## src/rtl/sync_fifo_param_if.sv

```systemverilog
`default_nettype none
// ============================================================================
// Module      : sync_fifo_param_if
// Description : Handshake and status bundle between a producer/consumer and
//               the single-clock FIFO sync_fifo_param.
// Revision    : 1.0 - initial release
// ============================================================================
interface sync_fifo_param_if #(
    parameter int DATA_WIDTH    = 4,
    parameter int ADDRESS_WIDTH = 5
);
    logic [DATA_WIDTH-1:0]  write_data;
    logic                   write_increment;
    logic                   read_increment;
    logic [DATA_WIDTH-1:0]  read_data;
    logic                   empty;
    logic                   full;
    logic                   almost_empty;
    logic                   almost_full;
    logic [ADDRESS_WIDTH:0] fill_level;
    logic                   overflow;
    logic                   underflow;

    modport master (
        output write_data, write_increment, read_increment,
        input  read_data, empty, full, almost_empty, almost_full,
               fill_level, overflow, underflow
    );

    modport slave (
        input  write_data, write_increment, read_increment,
        output read_data, empty, full, almost_empty, almost_full,
               fill_level, overflow, underflow
    );
endinterface
`default_nettype wire

```

## src/rtl/sync_fifo_param.sv

```systemverilog
`default_nettype none
// ============================================================================
// Module      : sync_fifo_param
// Description : Single-clock FIFO with fill level, almost-full/almost-empty
//               watermarks and registered or first-word-fall-through reads.
//               Define SYNC_FIFO_ERROR_FLAGS_EN for sticky overflow/underflow.
// Revision    : 1.0 - initial release
// ============================================================================
module sync_fifo_param #(
    parameter int DATA_WIDTH         = 4,
    parameter int ADDRESS_WIDTH      = 5,
    parameter int ALMOST_FULL_LEVEL  = 28,
    parameter int ALMOST_EMPTY_LEVEL = 4,
    parameter int FWFT               = 0
) (
    input  wire logic          clock,
    input  wire logic          reset,
    sync_fifo_param_if.slave   bus
);
    localparam int                 c_depth_int = 2 ** ADDRESS_WIDTH;
    localparam logic [ADDRESS_WIDTH:0] c_depth    = (ADDRESS_WIDTH+1)'(c_depth_int);
    localparam logic [ADDRESS_WIDTH:0] c_af_level = (ADDRESS_WIDTH+1)'(ALMOST_FULL_LEVEL);
    localparam logic [ADDRESS_WIDTH:0] c_ae_level = (ADDRESS_WIDTH+1)'(ALMOST_EMPTY_LEVEL);

    logic [DATA_WIDTH-1:0]  r_mem [c_depth_int];
    logic [ADDRESS_WIDTH:0] r_wr_ptr;
    logic [ADDRESS_WIDTH:0] r_rd_ptr;
    logic [ADDRESS_WIDTH:0] r_fill_level;
    logic                   r_empty;
    logic                   r_full;
    logic                   r_almost_empty;
    logic                   r_almost_full;

    logic                   w_wr_en;
    logic                   w_rd_en;
    logic [ADDRESS_WIDTH:0] w_wr_ptr_nxt;
    logic [ADDRESS_WIDTH:0] w_rd_ptr_nxt;
    logic [ADDRESS_WIDTH:0] w_level_nxt;

    // Requests are qualified by the registered flags, so a full FIFO rejects a
    // write even when a read is accepted in the same cycle (and vice versa).
    assign w_wr_en      = bus.write_increment && !r_full;
    assign w_rd_en      = bus.read_increment  && !r_empty;
    assign w_wr_ptr_nxt = r_wr_ptr + {{ADDRESS_WIDTH{1'b0}}, w_wr_en};
    assign w_rd_ptr_nxt = r_rd_ptr + {{ADDRESS_WIDTH{1'b0}}, w_rd_en};
    assign w_level_nxt  = w_wr_ptr_nxt - w_rd_ptr_nxt;

    always_ff @(posedge clock) begin
        if (w_wr_en && !reset) begin
            r_mem[r_wr_ptr[ADDRESS_WIDTH-1:0]] <= bus.write_data;
        end
    end

    always_ff @(posedge clock) begin
        if (reset) begin
            r_wr_ptr       <= '0;
            r_rd_ptr       <= '0;
            r_fill_level   <= '0;
            r_empty        <= 1'b1;
            r_full         <= 1'b0;
            r_almost_empty <= 1'b1;
            r_almost_full  <= 1'b0;
        end else begin
            r_wr_ptr       <= w_wr_ptr_nxt;
            r_rd_ptr       <= w_rd_ptr_nxt;
            r_fill_level   <= w_level_nxt;
            r_empty        <= (w_level_nxt == '0);
            r_full         <= (w_level_nxt == c_depth);
            r_almost_empty <= (w_level_nxt <= c_ae_level);
            r_almost_full  <= (w_level_nxt >= c_af_level);
        end
    end

    generate
        if (FWFT != 0) begin : g_fwft
            // Head word is presented directly; forced to zero while empty so
            // the output is stable and matches the post-reset value.
            assign bus.read_data = r_empty ? '0 : r_mem[r_rd_ptr[ADDRESS_WIDTH-1:0]];
        end else begin : g_registered
            logic [DATA_WIDTH-1:0] r_read_data;

            always_ff @(posedge clock) begin
                if (reset) begin
                    r_read_data <= '0;
                end else if (w_rd_en) begin
                    r_read_data <= r_mem[r_rd_ptr[ADDRESS_WIDTH-1:0]];
                end
            end

            assign bus.read_data = r_read_data;
        end
    endgenerate

`ifdef SYNC_FIFO_ERROR_FLAGS_EN
    logic r_overflow;
    logic r_underflow;

    always_ff @(posedge clock) begin
        if (reset) begin
            r_overflow  <= 1'b0;
            r_underflow <= 1'b0;
        end else begin
            if (bus.write_increment && r_full) begin
                r_overflow <= 1'b1;
            end
            if (bus.read_increment && r_empty) begin
                r_underflow <= 1'b1;
            end
        end
    end

    assign bus.overflow  = r_overflow;
    assign bus.underflow = r_underflow;
`else
    assign bus.overflow  = 1'b0;
    assign bus.underflow = 1'b0;
`endif

    assign bus.fill_level   = r_fill_level;
    assign bus.empty        = r_empty;
    assign bus.full         = r_full;
    assign bus.almost_empty = r_almost_empty;
    assign bus.almost_full  = r_almost_full;
endmodule
`default_nettype wire

```

## src/flat_wrapper.sv

```systemverilog
// flat-port wrapper written by rule: the top's interface ports become plain ports
module sync_fifo_param_flat 
#(
    parameter int DATA_WIDTH         = 4,
    parameter int ADDRESS_WIDTH      = 5,
    parameter int ALMOST_FULL_LEVEL  = 28,
    parameter int ALMOST_EMPTY_LEVEL = 4,
    parameter int FWFT               = 0
)
  (clock, reset, bus_write_data, bus_write_increment, bus_read_increment, bus_read_data, bus_empty, bus_full, bus_almost_empty, bus_almost_full, bus_fill_level, bus_overflow, bus_underflow);
  sync_fifo_param_if #(.DATA_WIDTH(DATA_WIDTH), .ADDRESS_WIDTH(ADDRESS_WIDTH)) bus_i ();
  input  wire logic clock;
  input  wire logic reset;
  input wire logic [$bits(bus_i.write_data)-1:0] bus_write_data;
  input wire logic [$bits(bus_i.write_increment)-1:0] bus_write_increment;
  input wire logic [$bits(bus_i.read_increment)-1:0] bus_read_increment;
  output wire logic [$bits(bus_i.read_data)-1:0] bus_read_data;
  output wire logic [$bits(bus_i.empty)-1:0] bus_empty;
  output wire logic [$bits(bus_i.full)-1:0] bus_full;
  output wire logic [$bits(bus_i.almost_empty)-1:0] bus_almost_empty;
  output wire logic [$bits(bus_i.almost_full)-1:0] bus_almost_full;
  output wire logic [$bits(bus_i.fill_level)-1:0] bus_fill_level;
  output wire logic [$bits(bus_i.overflow)-1:0] bus_overflow;
  output wire logic [$bits(bus_i.underflow)-1:0] bus_underflow;
  assign bus_i.write_data = bus_write_data;
  assign bus_i.write_increment = bus_write_increment;
  assign bus_i.read_increment = bus_read_increment;
  assign bus_read_data = bus_i.read_data;
  assign bus_empty = bus_i.empty;
  assign bus_full = bus_i.full;
  assign bus_almost_empty = bus_i.almost_empty;
  assign bus_almost_full = bus_i.almost_full;
  assign bus_fill_level = bus_i.fill_level;
  assign bus_overflow = bus_i.overflow;
  assign bus_underflow = bus_i.underflow;
  sync_fifo_param #(.DATA_WIDTH(DATA_WIDTH), .ADDRESS_WIDTH(ADDRESS_WIDTH), .ALMOST_FULL_LEVEL(ALMOST_FULL_LEVEL), .ALMOST_EMPTY_LEVEL(ALMOST_EMPTY_LEVEL), .FWFT(FWFT)) u_core (.clock(clock), .reset(reset), .bus(bus_i));
endmodule
```

## config.mk

```make
export PLATFORM = sky130hd
export DESIGN_NAME = sync_fifo_param_flat
export DESIGN_NICKNAME = d
export VERILOG_FILES = /design/src/rtl/sync_fifo_param_if.sv /design/src/rtl/sync_fifo_param.sv /design/src/flat_wrapper.sv
export SDC_FILE = /design/constraint.sdc
export NUM_CORES = 1
export LEC_CHECK = 0
export CAP_MARGIN = 20
export CORE_ASPECT_RATIO = 1.2
export CORE_UTILIZATION = 65
export DETAILED_ROUTE_END_ITERATION = 10
export PLACE_DENSITY = 0.9
export SLEW_MARGIN = 20
export SYNTH_ARGS = -nofsm -noshare
export SYNTH_HDL_FRONTEND = slang
export SYNTH_SLANG_ARGS = --single-unit
export TNS_END_PERCENT = 5
```

## constraint.sdc

```tcl
create_clock -name clock -period 4.85 [get_ports clock]
set_input_delay 0.7275 -clock clock [delete_from_list [all_inputs] [get_ports clock]]
set_output_delay 0.7275 -clock clock [all_outputs]
set_load 0.005 [all_outputs]
```

# Yosys cells after proc, flatten, opt, wreduce, memory -nomap -nowiden

Memory sizes are Yosys's and may differ from the RTL's. A register that Yosys moved wholly into a read port is not among the register bits.
Index checks and enable logic that the tools add are counted.
Widths: inputs -> output; s select.

Flip-flop bits (word level): 22
RAM bits: 128
Input port bits: 8
Output and inout bits: 16
Memories kept: 1

Add/subtract/negate cells: 3
Magnitude comparators: 2
Eq/ne operators: 1
Mux-type cells: 2
Reduce and logical (&&, ||, !) cells: 7

Memories:

| memory       | words | bits a word | read ports | clocked after memory_dff | wr ports | line                  | text |
|---|---|---|---|---|---|---|---|
| u_core.r_mem | 32    | 4           | 1          | 1                        | 1        | sync_fifo_param.sv:25 | `logic [DATA_WIDTH-1:0] r_mem [c_depth_int];` |

Operators with widths:

| kind               | number |
|---|---|
| $add 6x1->6        | 2 |
| $eq 6x6->1 const B | 1 |
| $ge 6x5->1 const B | 1 |
| $le 6x3->1 const B | 1 |
| $logic_not 6->1    | 1 |
| $sub 6x6->6        | 1 |
| $logic_and 1x1->1  | 3 |
| $logic_not 1->1    | 3 |
| $mux 1             | 2 |

# Depth between registers and ports, before layout

Depth after elaboration: 5
Mapped depth: 11
Mapped depth without buffers: 11

# Worst setup path before layout

No wires, ideal clock.

Path kind: input port to flip-flop
Start: in bus_read_increment
End: reg u_core.r_full (netlist: u_core.bus.full)
Setup time: 0.079 ns
Arrival time: 2.854 ns
Required time: 4.771 ns
Slack: 1.917 ns
Cell stages on the path: 9
Path through: nor2b_1 ha_1 ha_1 inv_1 fa_1 maj3_1 a221oi_1 o211ai_1 a211oi_2

Longest elaborated chain between the ends: 4

RTL lines:

| item                             | line                  | text |
|---|---|---|
| from (decl)                      | flat_wrapper.sv:16    | `input wire logic [$bits(bus_i.read_increment)-1:0] bus_read_increment;` |
| $logic_and 1x1->1                | sync_fifo_param.sv:43 | `assign w_rd_en = bus.read_increment && !r_empty;` |
| $add 6x1->6                      | sync_fifo_param.sv:45 | `assign w_rd_ptr_nxt = r_rd_ptr + {{ADDRESS_WIDTH{1'b0}}, w_rd_en};` |
| named net u_core.w_rd_ptr_nxt[1] | sync_fifo_param.sv:37 | `logic [ADDRESS_WIDTH:0] w_rd_ptr_nxt;` |
| $sub 6x6->6                      | sync_fifo_param.sv:46 | `assign w_level_nxt = w_wr_ptr_nxt - w_rd_ptr_nxt;` |
| $eq 6x6->1                       | sync_fifo_param.sv:68 | `r_full <= (w_level_nxt == c_depth);` |
| to (signal assigned)             | sync_fifo_param.sv:68 |  |
| to (decl)                        | sync_fifo_param.sv:30 | `logic r_full;` |

The timed path passes the listed nets, and every way through them passes these cells.
A chain may end at the register's enable or synchronous reset.

# Final worst setup path

Start: in bus_read_increment
End: reg u_core.r_full (netlist: u_core.bus.full)

Longest elaborated chain between the ends: 4

RTL lines:

| item              | line |
|---|---|
| $logic_and 1x1->1 | sync_fifo_param.sv:43 |
| $add 6x1->6       | sync_fifo_param.sv:45 |
| $sub 6x6->6       | sync_fifo_param.sv:46 |
| $eq 6x6->1        | sync_fifo_param.sv:68 |

No other way between the ends.

==> impl_metrics.env <==
export IMPL_drive_above_1_share=0.1351
export IMPL_synth_compound_area_frac=0.07362
export IMPL_die_h_um=110.8
export IMPL_routed_via_count=3754
export IMPL_grt_pass1_wl_um=20700
export IMPL_ctsHoldBuffers=0
export IMPL_cts_sinks=154
export IMPL_maxSlewHeadroom=0.3746
export IMPL_wirelength_um=13140
export IMPL_dp_cells=535
export IMPL_p_switching_uw=766.2
export IMPL_routed_wl_met3_um=1005
export IMPL_portBuffers=21
export IMPL_grt_antenna_before_repair=0
export IMPL_slew_viol_final=0
export IMPL_cts_setup_buffers=0
export IMPL_synth_ff_type="edfxtp_1"
export IMPL_pin_count=24
export IMPL_gr_total_overflow=0
export IMPL_pwr_share_seq=0.483
export IMPL_combinationalPowerShare=0.142
export IMPL_synth_cell_type_count=52
export IMPL_endpoint_kind="flip-flop"
export IMPL_wl_per_cell_um=23.17
export IMPL_synth_area_leaders="edfxtp_1, dfxtp_1, mux4_2, mux2i_1, o221ai_1"
export IMPL_setup_viol=0
export IMPL_status="finished clean"
export IMPL_drt_drc_violations_left=0
export IMPL_finalCritPeriodShare=0.6655
export IMPL_cts_path_max_buffers=2
export IMPL_yosysTopAreaCell="edfxtp_1"
export IMPL_pwr_density_cell_mw_per_mm2=434.6
export IMPL_top_layer="met4"
export IMPL_required_ns=5.18
export IMPL_wl_met2_um=6840
export IMPL_tns_ns=0
export IMPL_layout_nets=449
export IMPL_grt_max_degree=49
export IMPL_stdcell_count=567
export IMPL_fmax_mhz=309.8
export IMPL_syn_inst=412
export IMPL_grt_pass1_vias=3816
export IMPL_synth_xor_area_share=0.01562
export IMPL_cts_buffers=17
export IMPL_vias_per_cell=6.621
export IMPL_synth_seq_area_share=0.6811
export IMPL_tritoncts="built"
export IMPL_avgSynthCellArea_um2=15.55
export IMPL_p_clk_frac=0.375
export IMPL_layout_commonest_cell="edfxtp_1"
export IMPL_fin_total_pwr_mw=3.113
export IMPL_drt_initial_drc_count=357
export IMPL_drv_cap=0
export IMPL_hp_class="reg2reg"
export IMPL_insertion_delay_ns=0.42
export IMPL_internal_power_mw=2.347
export IMPL_cts_root_buffer="clkbuf_16"
export IMPL_synthMuxAreaShare=0.1078
export IMPL_die_area_mm2=0.01026
export IMPL_swShare=0.2461
export IMPL_fin_crit_ns=3.228
export IMPL_synth_edff_count=128
export IMPL_row_count=39
export IMPL_gp_congestion=0.8266
export IMPL_synthSimpleGateAreaFrac=0.07635
export IMPL_firstDrtPassIters=5
export IMPL_final_cell_mix="edfxtp_1, nor2_1, mux2i_1"
export IMPL_cts_resized=0
export IMPL_synth_area_mm2=0.006407
export IMPL_fin_ws_ns=1.622
export IMPL_cp_arrival_ns=3.56
export IMPL_initial_core_util=0.6699
export IMPL_leakage_nw=2.304
export IMPL_critPathLaunchType="input port"
export IMPL_cts_htree_levels=4
export IMPL_core_mm2=0.009564
export IMPL_dieWidth_um=92.64
export IMPL_tightest_slew_ns=0.9368
export IMPL_peakVddDrop_v=0.0003783
export IMPL_synth_top_family_by_area="multiplexers"
export IMPL_pre_cts_ws_ns=1.202
export IMPL_clk_pin_slew_ns=0.06
export IMPL_drt_met1_wl_um=4872
export IMPL_rsz0062_at_grt="no"
export IMPL_syn_to_final_growth_pct=11.79
export IMPL_dp_hpwl_um=8401
export IMPL_final_hold_viol_count=0
export IMPL_worstSetupPathType="in2reg"
export IMPL_synth_ff_latch_count=154
export IMPL_antenna_cells=0
export IMPL_antenna_left=0
export IMPL_grt_usage=0.2811
export IMPL_synthArstFlopShare=0
export IMPL_ys_warn_count=0
export IMPL_synthDominantCellAreaShare=0.5999
export IMPL_utilization=0.7490
export IMPL_yosys_area_share_adder=0.02226
export IMPL_clock_skew_ns=0.006777
export IMPL_n_fill_cell=551
export IMPL_critical_path_max_fanout=6
final cells by class:
class | instances | area (µm²) | area share
Clock buffer | 17 | 425.4 | 0.05939
Clock inverter | 15 | 103.9 | 0.01450
Inverter | 4 | 15.01 | 0.002096
Multi-Input combinational cell | 232 | 1902 | 0.2655
Sequential cell | 154 | 4365 | 0.6094
Tap cell | 123 | 153.9 | 0.02148
Timing Repair Buffer | 22 | 197.7 | 0.02760
registers in the layout, summed over array words and instances (netlist names):
signal / cells
u_core.r_mem: 128
u_core.r_rd_ptr: 6
u_core.bus.read_data: 4
u_core.bus.full: 1
u_core.bus.empty: 1
u_core.bus.almost_empty: 1
u_core.bus.fill_level: 6
u_core.bus.almost_full: 1
u_core.r_wr_ptr: 6
logic make-up (layout without fill, tap and decap cells):
kind of cell / after synthesis / count (layout)
xor+xnor: 9 / 9
flops: 154 / 154
buf+inv: 27 / 58
mux: 49 / 49
simple gates: 97 / 97
compound gates: 64 / 64
fa+ha+maj: 11 / 11
other cells: 1 / 2
metrics by stage:
stage	cell area (µm²)	hold slack, ns
2_1_floorplan	6411	0.4661
4_1_cts	7183	0.5153
3_5_place_dp	6654	0.4663
5_1_grt	7163	0.5249
3_3_place_gp	6654	0.4966
6_report	7163	0.5263
worst max-delay path, stage by stage:
cell and delay [ns]:
clkdlybuf4s50_1 0.46, nor2b_1 0.27, ha_1 0.25, ha_1 0.24
nand3_1 0.12, xor2_1 0.19, ha_1 0.39, nand2b_1 0.10
a21oi_1 0.05, a221oi_1 0.36, o211ai_1 0.17, a211oi_2 0.22
power groups by stage:
stage | Sequential, mW | Combinational [mW] | Clock [mW]
finish | 1.50 | 0.442 | 1.17
global route | 1.51 | 0.477 | 1.23
CTS | 1.50 | 0.446 | 1.18
detailed placement | 1.53 | 0.440 | 0
global placement | 1.53 | 0.428 | 0
floorplan | 1.52 | 0.298 | 0
layer usage:
layer	vias up	global-route usage
li1	1643	-
met1	1845	0.3431
met2	218	0.4583
met3	48	0.08093
met4	0	0.1395
met5	-	0
synthesized netlist by cell type (2+ instances only):
library cell and count:
a21oi_1 13, buf_6 2, nor3_1 7, dfxtp_1 26
inv_1 3, o22ai_1 6, xnor2_1 4, clkbuf_1 10
nand2_1 11, buf_2 5, nand2b_1 8, mux4_2 16
or3_1 2, o21ai_0 7, nand3b_1 3, nor2_1 45
xor2_1 3, mux2i_1 33, a41o_1 2, buf_4 6
nand3_1 3, o221ai_1 20, a22o_1 4, nor2b_1 10
edfxtp_1 128, ha_1 9
final timing paths:
path / end / cells after the start / start / slack [ns]
worst max-delay path: u_core.bus.full$_SDFF_PP0_ / 12 / bus_read_increment / 1.62
worst min-delay path: u_core.bus.read_data[3]$_SDFFE_PP0N_ / 1 / u_core.bus.read_data[3]$_SDFFE_PP0N_ / 0.53
worst max register to register: u_core.bus.full$_SDFF_PP0_ / 9 / u_core.r_rd_ptr[1]$_SDFF_PP0_ / 1.85
worst min register to register: u_core.bus.read_data[3]$_SDFFE_PP0N_ / 1 / u_core.bus.read_data[3]$_SDFFE_PP0N_ / 0.53
(Power assumes the default switching activity.)
